$ cat config.mk
export PLATFORM = sky130hd
export DESIGN_NAME = if_stage_flat
export DESIGN_NICKNAME = d
export VERILOG_FILES = /design/src/rtl/mips_pkg.sv /design/src/rtl/if_stage_if.sv /design/src/rtl/if_id_reg.sv /design/src/rtl/if_stage.sv /design/src/flat_wrapper.sv
export SDC_FILE = /design/constraint.sdc
export NUM_CORES = 1
export LEC_CHECK = 0
export ABC_AREA = 0
export BUFFER_PORTS_ARGS = -buffer_cell sky130_fd_sc_hd__buf_2
export CORE_MARGIN = 2
export CORE_UTILIZATION = 30
export CTS_CLUSTER_SIZE = 24
export DETAILED_ROUTE_END_ITERATION = 6
export SYNTH_ARGS = -nofsm -noshare
export SYNTH_HDL_FRONTEND = slang
export SYNTH_HIERARCHICAL = 1
export SYNTH_SLANG_ARGS = --single-unit
$ cat constraint.sdc
create_clock -name clk -period 3.7 [get_ports clk]
set_input_delay 0 -clock clk [delete_from_list [all_inputs] [get_ports clk]]
set_output_delay 0 -clock clk [all_outputs]
set_load 0.02 [all_outputs]
$ cat src/rtl/mips_pkg.sv
// rtl/mips_pkg.sv - shared fetch-stage types and instruction field constants
package mips_pkg;

  typedef enum logic [1:0] {
    S_REQ  = 2'd0,
    S_KILL = 2'd1,
    S_FULL = 2'd2
  } fetch_state_t;

  localparam logic [31:0] NOP_INSTR = 32'h0000_0000;
  localparam int unsigned PC_STEP   = 4;

  // Field positions used by both fetch and the control unit
  localparam int OPCODE_MSB = 31;
  localparam int OPCODE_LSB = 26;
  localparam int FUNCT_MSB  = 5;
  localparam int FUNCT_LSB  = 0;

endpackage

$ cat src/rtl/if_stage_if.sv
// rtl/if_stage_if.sv - instruction memory request/ready bus
interface if_stage_if #(
  parameter int XLEN = 32
);

  logic            imem_req;
  logic [XLEN-1:0] imem_addr;
  logic            imem_ready;
  logic [XLEN-1:0] imem_rdata;

  modport master (
    output imem_req,
    output imem_addr,
    input  imem_ready,
    input  imem_rdata
  );

  modport slave (
    input  imem_req,
    input  imem_addr,
    output imem_ready,
    output imem_rdata
  );

endinterface

$ cat src/rtl/if_id_reg.sv
// rtl/if_id_reg.sv - IF/ID pipeline register with flush/load/bubble/hold priority
module if_id_reg
  import mips_pkg::*;
#(
  parameter int XLEN = 32
) (
  input  logic            clk,
  input  logic            rst,
  input  logic            flush_i,
  input  logic            advance_i,
  input  logic            load_i,
  input  logic [XLEN-1:0] instr_i,
  input  logic [XLEN-1:0] pc4_i,
  output logic            valid_o,
  output logic [XLEN-1:0] instr_o,
  output logic [XLEN-1:0] pc4_o
);

  logic            valid_q;
  logic [XLEN-1:0] instr_q;
  logic [XLEN-1:0] pc4_q;

  // An invalid entry always carries a NOP so control decodes nothing live
  always_ff @(posedge clk) begin
    if (rst) begin
      valid_q <= 1'b0;
      instr_q <= XLEN'(NOP_INSTR);
      pc4_q   <= '0;
    end else if (flush_i) begin
      valid_q <= 1'b0;
      instr_q <= XLEN'(NOP_INSTR);
    end else if (advance_i) begin
      if (load_i) begin
        valid_q <= 1'b1;
        instr_q <= instr_i;
        pc4_q   <= pc4_i;
      end else begin
        valid_q <= 1'b0;
        instr_q <= XLEN'(NOP_INSTR);
      end
    end
  end

  assign valid_o = valid_q;
  assign instr_o = instr_q;
  assign pc4_o   = pc4_q;

endmodule

$ cat src/rtl/if_stage.sv
// rtl/if_stage.sv - MIPS instruction fetch: PC, imem handshake FSM, skid buffer, IF/ID
module if_stage
  import mips_pkg::*;
#(
  parameter int              XLEN     = 32,
  parameter logic [XLEN-1:0] PC_RESET = '0
) (
  input  logic            clk,
  input  logic            rst,
  if_stage_if.master      imem,
  input  logic            stall,
  input  logic            redirect,
  input  logic [XLEN-1:0] redirect_pc,
  output logic            if_id_valid,
  output logic [XLEN-1:0] if_id_instr,
  output logic [XLEN-1:0] if_id_pc4,
  output logic [5:0]      op_code,
  output logic [5:0]      funct_field
);

  fetch_state_t    state_q, state_d;
  logic [XLEN-1:0] pc_q, pc_d;
  logic [XLEN-1:0] req_addr_q, req_addr_d;
  logic [XLEN-1:0] tgt_q, tgt_d;
  logic [XLEN-1:0] skid_instr_q, skid_instr_d;
  logic [XLEN-1:0] skid_pc4_q, skid_pc4_d;

  logic            advance;
  logic            new_data;
  logic [XLEN-1:0] new_instr;
  logic [XLEN-1:0] new_pc4;
  logic [XLEN-1:0] pc_plus4;

  assign advance  = !if_id_valid || !stall;
  assign pc_plus4 = pc_q + XLEN'(PC_STEP);

  always_comb begin
    state_d      = state_q;
    pc_d         = pc_q;
    req_addr_d   = req_addr_q;
    tgt_d        = tgt_q;
    skid_instr_d = skid_instr_q;
    skid_pc4_d   = skid_pc4_q;
    new_data     = 1'b0;
    new_instr    = imem.imem_rdata;
    new_pc4      = pc_plus4;

    unique case (state_q)
      S_REQ: begin
        if (imem.imem_ready) begin
          if (redirect) begin
            pc_d       = redirect_pc;
            req_addr_d = redirect_pc;
          end else if (advance) begin
            new_data   = 1'b1;
            pc_d       = pc_plus4;
            req_addr_d = pc_plus4;
          end else begin
            skid_instr_d = imem.imem_rdata;
            skid_pc4_d   = pc_plus4;
            pc_d         = pc_plus4;
            state_d      = S_FULL;
          end
        end else if (redirect) begin
          tgt_d   = redirect_pc;
          state_d = S_KILL;
        end
      end

      // The in-flight request must complete at its original address before refetch
      S_KILL: begin
        if (redirect) begin
          tgt_d = redirect_pc;
        end
        if (imem.imem_ready) begin
          pc_d       = redirect ? redirect_pc : tgt_q;
          req_addr_d = redirect ? redirect_pc : tgt_q;
          state_d    = S_REQ;
        end
      end

      S_FULL: begin
        new_instr = skid_instr_q;
        new_pc4   = skid_pc4_q;
        if (redirect) begin
          pc_d       = redirect_pc;
          req_addr_d = redirect_pc;
          state_d    = S_REQ;
        end else if (advance) begin
          new_data   = 1'b1;
          req_addr_d = pc_q;
          state_d    = S_REQ;
        end
      end

      default: begin
        state_d    = S_REQ;
        req_addr_d = pc_q;
      end
    endcase
  end

  always_ff @(posedge clk) begin
    if (rst) begin
      state_q      <= S_REQ;
      pc_q         <= PC_RESET;
      req_addr_q   <= PC_RESET;
      tgt_q        <= PC_RESET;
      skid_instr_q <= XLEN'(NOP_INSTR);
      skid_pc4_q   <= '0;
    end else begin
      state_q      <= state_d;
      pc_q         <= pc_d;
      req_addr_q   <= req_addr_d;
      tgt_q        <= tgt_d;
      skid_instr_q <= skid_instr_d;
      skid_pc4_q   <= skid_pc4_d;
    end
  end

  // Request is withdrawn immediately under reset, not a cycle later
  assign imem.imem_req  = !rst && (state_q != S_FULL);
  assign imem.imem_addr = req_addr_q;

  if_id_reg #(
    .XLEN (XLEN)
  ) u_if_id_reg (
    .clk       (clk),
    .rst       (rst),
    .flush_i   (redirect),
    .advance_i (advance),
    .load_i    (new_data),
    .instr_i   (new_instr),
    .pc4_i     (new_pc4),
    .valid_o   (if_id_valid),
    .instr_o   (if_id_instr),
    .pc4_o     (if_id_pc4)
  );

  assign op_code     = if_id_instr[OPCODE_MSB:OPCODE_LSB];
  assign funct_field = if_id_instr[FUNCT_MSB:FUNCT_LSB];

endmodule
$ cat src/flat_wrapper.sv
// flat-port wrapper written by rule: the top's interface ports become plain ports
module if_stage_flat import mips_pkg::*;
#(
  parameter int              XLEN     = 32,
  parameter logic [XLEN-1:0] PC_RESET = '0
)
  (clk, rst, stall, redirect, redirect_pc, if_id_valid, if_id_instr, if_id_pc4, op_code, funct_field, imem_imem_req, imem_imem_addr, imem_imem_ready, imem_imem_rdata);
  if_stage_if #(.XLEN(XLEN)) imem_i ();
  input  logic clk;
  input  logic rst;
  input  logic stall;
  input  logic redirect;
  input  logic [XLEN-1:0] redirect_pc;
  output logic if_id_valid;
  output logic [XLEN-1:0] if_id_instr;
  output logic [XLEN-1:0] if_id_pc4;
  output logic [5:0] op_code;
  output logic [5:0] funct_field;
  output wire logic [$bits(imem_i.imem_req)-1:0] imem_imem_req;
  output wire logic [$bits(imem_i.imem_addr)-1:0] imem_imem_addr;
  input wire logic [$bits(imem_i.imem_ready)-1:0] imem_imem_ready;
  input wire logic [$bits(imem_i.imem_rdata)-1:0] imem_imem_rdata;
  assign imem_imem_req = imem_i.imem_req;
  assign imem_imem_addr = imem_i.imem_addr;
  assign imem_i.imem_ready = imem_imem_ready;
  assign imem_i.imem_rdata = imem_imem_rdata;
  if_stage #(.XLEN(XLEN), .PC_RESET(PC_RESET)) u_core (.clk(clk), .rst(rst), .imem(imem_i), .stall(stall), .redirect(redirect), .redirect_pc(redirect_pc), .if_id_valid(if_id_valid), .if_id_instr(if_id_instr), .if_id_pc4(if_id_pc4), .op_code(op_code), .funct_field(funct_field));
endmodule
Word-level counts from Yosys, hierarchy flattened

Index checks and enable logic that the tools add are counted.

Register bits: 227
Bits of input ports: 69
Output and inout port bits: 110
Word-level logic and storage cells: 69

Add/sub/neg operators: 1
Equality and inequality tests: 12
Muxes and demuxes: 30
Bitwise operators: 2
Reduce and logical (&&, ||, !) cells: 15

Operators with widths:

| cell                                           | count |
|---|---|
| two-way mux 32 bit                             | 14 |
| case mux 32 bit (3 select lines)               | 2 |
| case mux 32 bit (2 select lines)               | 1 |
| adder 32 x 3 -> 32 bit (second input constant) | 1 |
| two-way mux 2 bit                              | 7 |
| AND reduction 4 bit                            | 3 |
| != test 2 bit (second input constant)          | 5 |
| != test 3 bit (second input constant)          | 3 |
| != test 3 x 2 -> 1 bit (second input constant) | 2 |
| case mux 2 bit (3 select lines)                | 1 |
| AND reduction 5 bit                            | 1 |
| two-way mux 1 bit                              | 4 |
| zero test 1 bit                                | 3 |
| AND reduction 3 bit                            | 1 |
| nonzero test 3 bit                             | 1 |
| == test 2 x 1 -> 1 bit (second input constant) | 1 |
| == test 2 bit (second input constant)          | 1 |
| zero test 2 bit                                | 1 |
| inverter 1 bit                                 | 2 |
| case mux 1 bit (2 select lines)                | 1 |
| AND reduction 2 bit                            | 1 |
| nonzero test 2 bit                             | 1 |
| OR reduction 2 bit                             | 1 |
| logical AND 1 bit                              | 1 |
| logical OR 1 bit                               | 1 |

Longest topological paths before layout

Depth after elaboration: 7
Depth in mapped cells: 12
Gate-level depth less buffers: 9

Hierarchy

Netlist, hierarchy kept.

Modules (own cells, without submodules):

| module    | times used | cells an instance | area an instance (um2) | seq. area each (um2) |
|---|---|---|---|---|
| if_stage  | 1          | 1254              | 9510.4                 | 3243.1 |
| if_id_reg | 1          | 287               | 2713.9                 | 1301.2 |

Worst setup path before layout

OpenSTA, ideal clock, no wires.

Kind: register to register
Start point: register u_core.state_q[0]
End point: register u_core.u_if_id_reg.pc4_q[10], in the netlist u_core/u_if_id_reg/pc4_o[10]
Library setup time: 72 ps
Arrival time: 2516 ps
Data required time: 3628 ps
Slack: 1113 ps
Stages on the path, launching flop included: 13
Path buffers: 6
Period minus slack after synthesis: 2587 ps
Path through: dfxtp_1 > inv_1 > ha_1 > clkbuf_1 > inv_1 > buf_1 > clkbuf_1 > a221oi_1 > buf_6 > and3b_1 > buf_6 > buf_6 > mux2i_1

Word-level cells in the longest chain between the ends: 3
Elaborated cells on any way between the ends: 5
Those cells by class: eq/ne: 1; mux: 2; reduce/logical: 2

Ends and longest elaborated chain:

| element                                          | RTL line        | source |
|---|---|---|
| start, declared                                  | if_stage.sv:21  | `fetch_state_t state_q, state_d;` |
| start signal, assigned                           | if_stage.sv:112 | `state_q <= state_d;` |
| == test 2 bit or zero test 2 bit (tied branches) | if_stage.sv:48  | `unique case (state_q)` |
| case mux 1 bit (2 select lines) (*)              | if_stage.sv:48  |  |
| net u_core.new_data                              | if_stage.sv:29  | `logic new_data;` |
| AND reduction 3 bit (no line) (*)                | --              |  |
| end signal, assigned                             | if_id_reg.sv:36 | `pc4_q <= pc4_i;` |
| end, declared                                    | if_id_reg.sv:21 | `logic [XLEN-1:0] pc4_q;` |

The timed path passes the listed nets; every way through them passes the cells marked *.
A chain may end at the register's enable or synchronous reset.

Final worst setup path

Start point: register u_core.pc_q[2]
End point: register u_core.u_if_id_reg.pc4_q[30], in the netlist u_core/u_if_id_reg/pc4_o[30]

Word-level cells in the longest chain between the ends: 2

Ends and longest elaborated chain:

| element                | RTL line        | source |
|---|---|---|
| start, declared        | if_stage.sv:22  | `logic [XLEN-1:0] pc_q, pc_d;` |
| start signal, assigned | if_stage.sv:113 | `pc_q <= pc_d;` |
| adder 32 x 3 -> 32 bit | if_stage.sv:35  | `assign pc_plus4 = pc_q + XLEN'(PC_STEP);` |
| two-way mux 32 bit     | if_stage.sv:48  |  |
| net u_core.new_pc4[30] | if_stage.sv:31  | `logic [XLEN-1:0] new_pc4;` |

The timed path passes the listed nets, and every way through them passes these cells.

==> flow_summary.ini <==
[grt]
grt_pass1_vias = 11070
grt_pass1_wl_um = 65810
grt_max_degree = 95
antenna_found_initial = 0
overflow = 0
grt_usage = 0.1960

[die]
io_pins = 179
initial_core_util = 0.3056
die_x_um = 205.9
rows = 73
core_area_mm2 = 0.04001
dieArea_mm2 = 0.04238
die_h_um = 205.9

[placed_design]
dp_hpwl_um = 29480
gp_congestion = 0.8891
dp_cells = 2130
place_ws_ns = 0.7335
port_buffers = 178

[timing]
setup_tns_ns = 0
min_period_ns = 3.021
slew_headroom = 0.3195
period_share = 0.8166
setup_viol = 0
drv_slew = 0
worst_pin_slew_ns = 1.013
rsz0062_at_grt = no
max_freq_mhz = 331.0
hold_violations = 0
post-route-worst-setup-slack_ns = 0.6787
final.setup_skew_ns = 0.007237

[route]
drc = 0
drt_wl_total_um = 42900
vias_per_cell = 5.314
ant_nets = 0
dr.first_iter.drc_count = 1214
routedWlPerCell_um = 19.08
first_pass_iters = 6
vias = 11950

[worst_setup_path]
path_max_fanout = 9
worst-path-buf-inv = 0
critPathKind = flip-flop to flip-flop
ff2ff_path_depth = 9
start_kind = flip-flop
cpPeakStageDelay_ns = 0.52
crit_family = simple AND/OR/NAND/NOR gates
required_ns = 4.15
cp_cell_sequence = ha_1 -> nand4_4 -> or3_1 -> nor4_4 -> nand3_1 -> xnor2_1 -> mux2_2 -> nand2b_1 -> mux2i_1
cp.arrival_ns = 3.47
slowest_stage = dfxtp_1
path_depth = 9
crit_path_end_kind = flip-flop

[power_and_ir_drop]
ir_drop_uv = 299.5
p_leak_nw = 5.755
pwr-share-clk = 0.362
combPwrFrac = 0.238
switching_share = 0.3208
p_sw_mw = 2.256
p_int_mw = 4.777
p_per_area_mw_per_mm2 = 467.1
p_seq_frac = 0.400

[synthesis]
syn_inst = 1541
ys_seq_area_frac = 0.3718
synth_compound_area_frac = 0.2041
yosys_warnings = 6
synth.area.mux_share = 0.09509
synth-simple-area-share = 0.2403
netlist_area_mm2 = 0.01222
postSynthAreaPerCell_um2 = 7.933
synth_top_family_by_area = simple AND/OR/NAND/NOR gates
synth_top_cell_by_area = dfxtp_1
synthAdderAreaFrac = 0.005118
synthArstFlopShare = 0
yosysTopAreaCellShare = 0.3718
yosys.area_share.xor_xnor = 0.02149
synth_fp_nets = 1615
ys.flop_type = dfxtp_1
synth.area.top_cells = dfxtp_1, a21oi_1, nand2_1, mux2_2, nand2b_1
synth-edff-count = 0
yosysUniqueCellTypes = 71
synth.ff_latch_count = 227

[cts]
clkTransAtPathRegs_ns = 0.06
tritoncts = done
clock_path_buffers = 3
cts_sinks = 227
numCtsBuffers = 25
clk_latency_ns = 0.52
cts_resized = 0
root_buffer = clkbuf_16
h-tree-depth = 1

[final_layout]
fin_nets = 1781
drive_above_1_share = 0.2031
fin_cells = 2248
antenna_cells = 0
n_fill_cell = 4103
area_growth_pct = 23.17

[min_path]
hold_class = input port to flip-flop
worst_hold_path.num_cells = 4

[flow_run]
drv_cap = 0

[status]
status = finished, final reports clean
-- cells in the final DEF, fill, tap and decap left out, types with 43 or more instances in the layout --
master / synthesis / layout
mux2i_1: 43 / 43
nand2b_1: 100 / 100
dfxtp_1: 227 / 227
buf_2: 18 / 177
nand2_1: 207 / 206
a21oi_1: 186 / 185
nor2_1: 115 / 115
nor3_1: 47 / 45
mux2_2: 65 / 65
dlygate4sd3_1: 0 / 75
nand3_1: 52 / 52
o21ai_0: 57 / 57
-- Yosys cell counts (6+ instances only) --
| cell type | n |
|---|---|
| buf_2 | 18 |
| mux2_2 | 65 |
| nor3_1 | 47 |
| nand2_1 | 207 |
| xnor2_1 | 17 |
| or3_1 | 7 |
| buf_1 | 9 |
| o211ai_1 | 11 |
| nor2b_1 | 18 |
| a221oi_1 | 11 |
| a211oi_1 | 20 |
| o22ai_1 | 10 |
| mux2i_1 | 43 |
| nand3_1 | 52 |
| nand4_1 | 10 |
| buf_6 | 6 |
| nor2_1 | 115 |
| a221o_1 | 15 |
| dfxtp_1 | 227 |
| xor2_1 | 13 |
| o21ai_0 | 57 |
| buf_4 | 13 |
| a22oi_1 | 13 |
| o21a_1 | 11 |
| clkbuf_1 | 108 |
| a22o_1 | 7 |
| nor4_1 | 8 |
| a21oi_1 | 186 |
| o221ai_1 | 7 |
| a31oi_1 | 11 |
| nand2b_1 | 100 |
| inv_1 | 14 |
-- final timing paths --
path	from	end	slack, ns
setup reg to reg	u_core/pc_q[2]	u_core/u_if_id_reg/pc4_o[30]	0.68
hold reg to reg	u_core/tgt_q[20]	u_core/tgt_q[20]	0.45
setup / recovery	u_core/pc_q[2]	u_core/u_if_id_reg/pc4_o[30]	0.68
hold / removal	redirect	u_core/state_q[0]	0.17
-- per-layer routing --
metal / part of all wire / GRT usage / vias up
li1: - / - / 5750
met4: 0.028 / 0.05740 / 0
met2: 0.43 / 0.2963 / 495
met1: 0.46 / 0.2837 / 5618
met5: 0 / 0 / -
met3: 0.081 / 0.03390 / 83
-- tightest hold or removal path, cell delays in order --
cell and delay, ns:
buf_2 0.15, buf_4 0.25, a21oi_1 0.16, a211oi_1 0.06
-- final cells by class --
type | count | area, µm² | share of cell area
inverter | 16 | 60.06 | 0.003989
multi-input combinational | 1143 | 6977 | 0.4634
clock buffer | 34 | 699.4 | 0.04645
timing repair buffer | 294 | 1993 | 0.1324
tap | 525 | 656.9 | 0.04363
sequential | 227 | 4544 | 0.3018
clock inverter | 9 | 126.4 | 0.008393
-- logic make-up after synthesis --
family                   Yosys count
AND/OR/NAND/NOR                  599
adder cells (fa/ha/maj)            5
flip-flops                       227
buffers and inverters            171
XOR/XNOR                          30
multiplexers                     108
AO/OA/AOI/OAI                    401
-- flip-flops by register name, summed over array words and instances (netlist names) --
| register | cells |
|---|---|
| u_core/imem.imem_addr | 32 |
| u_core/pc_q | 32 |
| u_core/skid_instr_q | 32 |
| u_core/skid_pc4_q | 32 |
| u_core/tgt_q | 32 |
| u_core/u_if_id_reg/instr_o | 32 |
| u_core/u_if_id_reg/pc4_o | 32 |
| u_core/state_q | 2 |
| u_core/u_if_id_reg/valid_o | 1 |
-- power by group through the flow --
| stage | Combinational [mW] | Sequential, mW | Clock, mW |
|---|---|---|---|
| global route | 1.82 | 2.83 | 2.70 |
| floorplan | 1.05 | 2.84 | 0 |
| detailed placement | 1.59 | 2.86 | 0 |
| CTS | 1.65 | 2.81 | 2.62 |
| finish | 1.67 | 2.81 | 2.55 |
| global placement | 1.57 | 2.85 | 0 |
-- what timing repair did --
action | 4_1_cts | 5_1_grt
setup buffers | 0 | 0
hold endpoints to repair | 130 | 0
hold buffers | 75 | 0
-- through the flow --
step	total power [mW]	util	area, µm²	hold slack (ns)
2_1_floorplan	3.881	-	12220	0.1360
3_3_place_gp	4.421	0.3370	13480	0.2505
3_5_place_dp	4.445	0.3370	13480	0.2552
4_1_cts	7.072	0.3764	15060	0.1385
5_1_grt	7.353	0.3764	15060	0.1947
6_report	7.034	0.3764	15060	0.1677
(Power assumes the default switching activity.)
